File: config.mk
export PLATFORM = sky130hd
export DESIGN_NAME = mux_4_way_rr_feeder
export DESIGN_NICKNAME = d
export VERILOG_FILES = /design/src/rtl/mux_4_way_rr_feeder.sv
export SDC_FILE = /design/constraint.sdc
export NUM_CORES = 1
export LEC_CHECK = 0
export CAP_MARGIN = 20
export CELL_PAD_IN_SITES_DETAIL_PLACEMENT = 0
export CELL_PAD_IN_SITES_GLOBAL_PLACEMENT = 2
export CORE_MARGIN = 10
export CORE_UTILIZATION = 27
export DETAILED_ROUTE_END_ITERATION = 8
export GPL_ROUTABILITY_DRIVEN = 0
export GPL_TIMING_DRIVEN = 0
export PLACE_DENSITY_LB_ADDON = 0.12
export SYNTH_ARGS = -nofsm -noshare
export SYNTH_HDL_FRONTEND = slang
export SYNTH_SLANG_ARGS = --single-unit
export TNS_END_PERCENT = 1
File: constraint.sdc
create_clock -name clk -period 1.55 [get_ports clk]
set_input_delay 0.2325 -clock clk [delete_from_list [all_inputs] [get_ports clk]]
set_output_delay 0.2325 -clock clk [all_outputs]
set_load 0.02 [all_outputs]
File: src/rtl/mux_4_way_rr_feeder.sv
// Round-robin scheduler driving the 4-way mux select; captures the selected word for downstream.
// Select on E0, capture and one-cycle grant on E1; the word is held in HOLD until out_ready, with no new selection meanwhile.
module mux_4_way_rr_feeder #(
  parameter int WIDTH = 16
) (
  input  logic             clk,
  input  logic             rst_n,
  input  logic [3:0]       req,
  output logic [3:0]       grant,
  output logic [1:0]       sel,
  input  logic [WIDTH-1:0] mux_out,
  output logic [WIDTH-1:0] out_data,
  output logic             out_valid,
  input  logic             out_ready
);

  typedef enum logic [1:0] {
    IDLE   = 2'd0,
    SELECT = 2'd1,
    HOLD   = 2'd2
  } state_t;

  state_t           state_q, state_d;
  logic [1:0]       sel_q, sel_d;
  logic [1:0]       last_q, last_d;
  logic [3:0]       grant_q, grant_d;
  logic [WIDTH-1:0] data_q, data_d;
  logic             valid_q, valid_d;

  logic [1:0]       pick;
  logic [1:0]       cand;
  logic             found;

  // Search starts one past the last winner and wraps, so last itself is checked last.
  always_comb begin
    pick  = last_q;
    cand  = 2'b00;
    found = 1'b0;
    for (int k = 1; k <= 4; k++) begin
      cand = last_q + 2'(k);
      if (!found && req[cand]) begin
        pick  = cand;
        found = 1'b1;
      end
    end
  end

  always_comb begin
    state_d = state_q;
    sel_d   = sel_q;
    last_d  = last_q;
    grant_d = grant_q;
    data_d  = data_q;
    valid_d = valid_q;
    case (state_q)
      IDLE: begin
        if (found) begin
          sel_d   = pick;
          state_d = SELECT;
        end
      end
      SELECT: begin
        data_d  = mux_out;
        valid_d = 1'b1;
        grant_d = 4'b0001 << sel_q;
        last_d  = sel_q;
        state_d = HOLD;
      end
      HOLD: begin
        grant_d = 4'b0000;
        if (valid_q && out_ready) begin
          valid_d = 1'b0;
          state_d = IDLE;
        end
      end
      default: begin
        state_d = IDLE;
      end
    endcase
  end

  always_ff @(posedge clk or negedge rst_n) begin
    if (!rst_n) begin
      state_q <= IDLE;
      sel_q   <= 2'b00;
      last_q  <= 2'b11;
      grant_q <= 4'b0000;
      data_q  <= '0;
      valid_q <= 1'b0;
    end else begin
      state_q <= state_d;
      sel_q   <= sel_d;
      last_q  <= last_d;
      grant_q <= grant_d;
      data_q  <= data_d;
      valid_q <= valid_d;
    end
  end

  assign grant     = grant_q;
  assign sel       = sel_q;
  assign out_data  = data_q;
  assign out_valid = valid_q;

endmodule
==> flow_summary.toml <==
[finish]
nets = 168
final_area_mm2 = 0.00176
syn_to_final_growth_pct = 50.6
n_antenna_cell = 0
drive_gt1_share_pct = 20.7
final_util_pct = 43.1
final_cell_count_no_fill = 190

[grt]
grt_pass1_vias = 959
grt_pass1_wl_um = 4690
grt_overflow_total = 0
gr-max-usage-layer = "met2"
use_met3_pct = 3.78
use_met2_pct = 11.8
grtUsageMet1_pct = 9.16
grt_max_degree = 17
grtUsageTotal_pct = 7.77
antenna_found_initial = 0

[timing]
max_freq_ghz = 0.676
final_max_slew_viol_count = 0
holdWs_ns = 0.352
rsz0062_at_grt = "no"
fin_skew_ns = 0.00148
setup_slack_ns = 0.0697
fin_crit_ns = 1.48
maxSlewHeadroom_pct = 57.1
hold_violations = 0
finalSetupTns_ns = 0
worst_slew_pin_slew_ns = 0.642
setup_viol = 0
timing.final.crit_share_pct = 95.5

[detailed_routing]
drt-total-wl_um = 2840
ant_nets = 0
dr.pass1.iters = 4
drc = 0
wl_per_cell_um = 15.0
drt_iter0_markers = 26
via_count = 864
avgViaCountPerCell = 4.55

[status]
outcome = "finished, final reports clean"

[power_and_ir_drop]
p_per_area_mw_per_mm2 = 2050
fin_total_pwr_mw = 3.60
p_leak_nw = 0.738
peakVddDrop_v = 0.000785

[cts]
cts_tree = "yes"
clkSlewWorstSetupHoldPaths_ns = 0.09
post_cts_buffers = 0
clock_latency_ns = 0.27
root_buffer = "clkbuf_8"
htreeDepth = 1
clock_sinks = 27
cts.path.max_buffers = 2
numCtsBuffers = 3

[worst_setup_path]
required_ns = 1.32
worst_setup_path_end_kind = "output port"
critPathCapture = "grant[1]"
crit_path_max_fanout = 2
critical-path-top-delay-family = "buffers and inverters"
crit_chain = "clkdlybuf4s50_1"
startpoint = "grant[1]$_DFFE_PN0P_"
worstRegToRegCells = 4
startpoint_type = "register"
slowest_stage = "clkdlybuf4s50_1"
crit_type = "register to output port"
worst_r2r_endpoint = "out_data[15]$_DFFE_PN0P_"
slowest_delay_ns = 0.61
cp_num_buf_inv = 1
path_depth = 1
cp.arrival_ns = 1.25
r2r_setup_slack_ns = 0.12
r2r_start = "state_q[1]$_DFFE_PN0P_"

[placed_design]
dp.cells = 186
dp_slack_ns = 0.0452
port-buffer-count = 45
dp_hpwl_um = 2270
post_dp_cell_area_mm2 = 0.00171

[synth]
synth_common_cells = "25 x dfrtp_1, 18 x mux2_2, 10 x inv_1"
synth_edf_count = 0
synth.area.top_cells = "dfrtp_1 54%, mux2_2 17%, dfstp_2 4.5%"
synth_async_sr_flop_share_pct = 100
synth_area_mm2 = 0.00117
synth_most_common_cell = "dfrtp_1"
synth-seq-area-share_pct = 58.0
synth_cell_types = 20
synth.net_count = 117
syn_area_per_cell_um2 = 13.0
synth_top_area_cell = "dfrtp_1"
ys_ff_latch = 27
synthDominantCellAreaShare_pct = 53.5
syn_inst = 90
ys.flop_type = "dfrtp_1"
synth_warnings = 0

[flow_run]
cap_violations = 0

[floorplan]
coreArea_mm2 = 0.00409
start_util_pct = 28.6
ios = 46
num_rows = 23
die_w_um = 85.8
dieArea_mm2 = 0.00736
dieHeight_um = 85.8

[hold_path]
hold_class = "input port to asynchronous set/reset pin"
==> logic make-up after synthesis <==
| group | Yosys count | share of synthesized area, % |
|---|---|---|
| multiplexers | 18 | 17.3 |
| adder cells (fa/ha/maj) | 4 | 4.28 |
| AND/OR/NAND/NOR | 14 | 7.17 |
| flip-flops | 27 | 58.0 |
| AO/OA/AOI/OAI | 15 | 9.10 |
| buffers and inverters | 12 | 4.07 |
==> report_power, final <==
part / leakage, nW / total (mW) / switching (mW) / internal, mW
clock network: 0.0217 / 0.398 / 0.216 / 0.182
registers: 0.318 / 1.28 / 0.213 / 1.07
logic: 0.398 / 1.92 / 0.931 / 0.991
==> placed cells by master (no fill, tap or decap), drive strengths merged, types with 3 or more instances in the layout <==
master / instances
nor2: 3
mux2: 18
clkbuf: 3
clkdlybuf4s50: 41
o22ai: 4
ha: 4
nand2: 5
buf: 3
dfrtp: 25
inv: 10
o21ai: 4
==> what timing repair did <==
| item | in CTS | in global routing |
|---|---|---|
| hold buffers | 0 | 0 |
| setup endpoints to repair | 2 | 2 |
| gates cloned | 0 | 0 |
| resized for setup | 2 | 2 |
==> flip-flops by register name, summed over array words and instances, names as in the netlist <==
name	cells
last_q	2
out_valid	1
state_q	2
sel	2
grant	4
out_data	16
==> worst min path at each step <==
stage	start	end	depth (start not counted)
6_report	rst_n	grant[3]$_DFFE_PN0P_	1
4_1_cts	rst_n	sel[1]$_DFFE_PN0P_	1
3_5_place_dp	out_data[13]$_DFFE_PN0P_	out_data[13]$_DFFE_PN0P_	1
5_1_grt	rst_n	sel[1]$_DFFE_PN0P_	1
2_1_floorplan	rst_n	grant[0]$_DFFE_PN0P_	0
3_3_place_gp	out_data[13]$_DFFE_PN0P_	out_data[13]$_DFFE_PN0P_	1
==> cell type report <==
| class | count | area, um^2 |
|---|---|---|
| inverter | 10 | 37.5 |
| multi-input combinational | 51 | 443 |
| clock buffer | 3 | 41.3 |
| clock inverter | 1 | 7.51 |
| tap | 50 | 62.6 |
| fill | 388 | 2330 |
| timing repair buffer | 46 | 480 |
| sequential | 27 | 678 |
| buffer | 2 | 10.0 |
==> per-layer routing <==
metal	up-vias	share of wire [%]
met5	-	0
met1	418	41
met2	30	48
met3	2	9.8
li1	414	-
met4	0	0.67
Note: power is estimated with default switching activity, not from simulation.
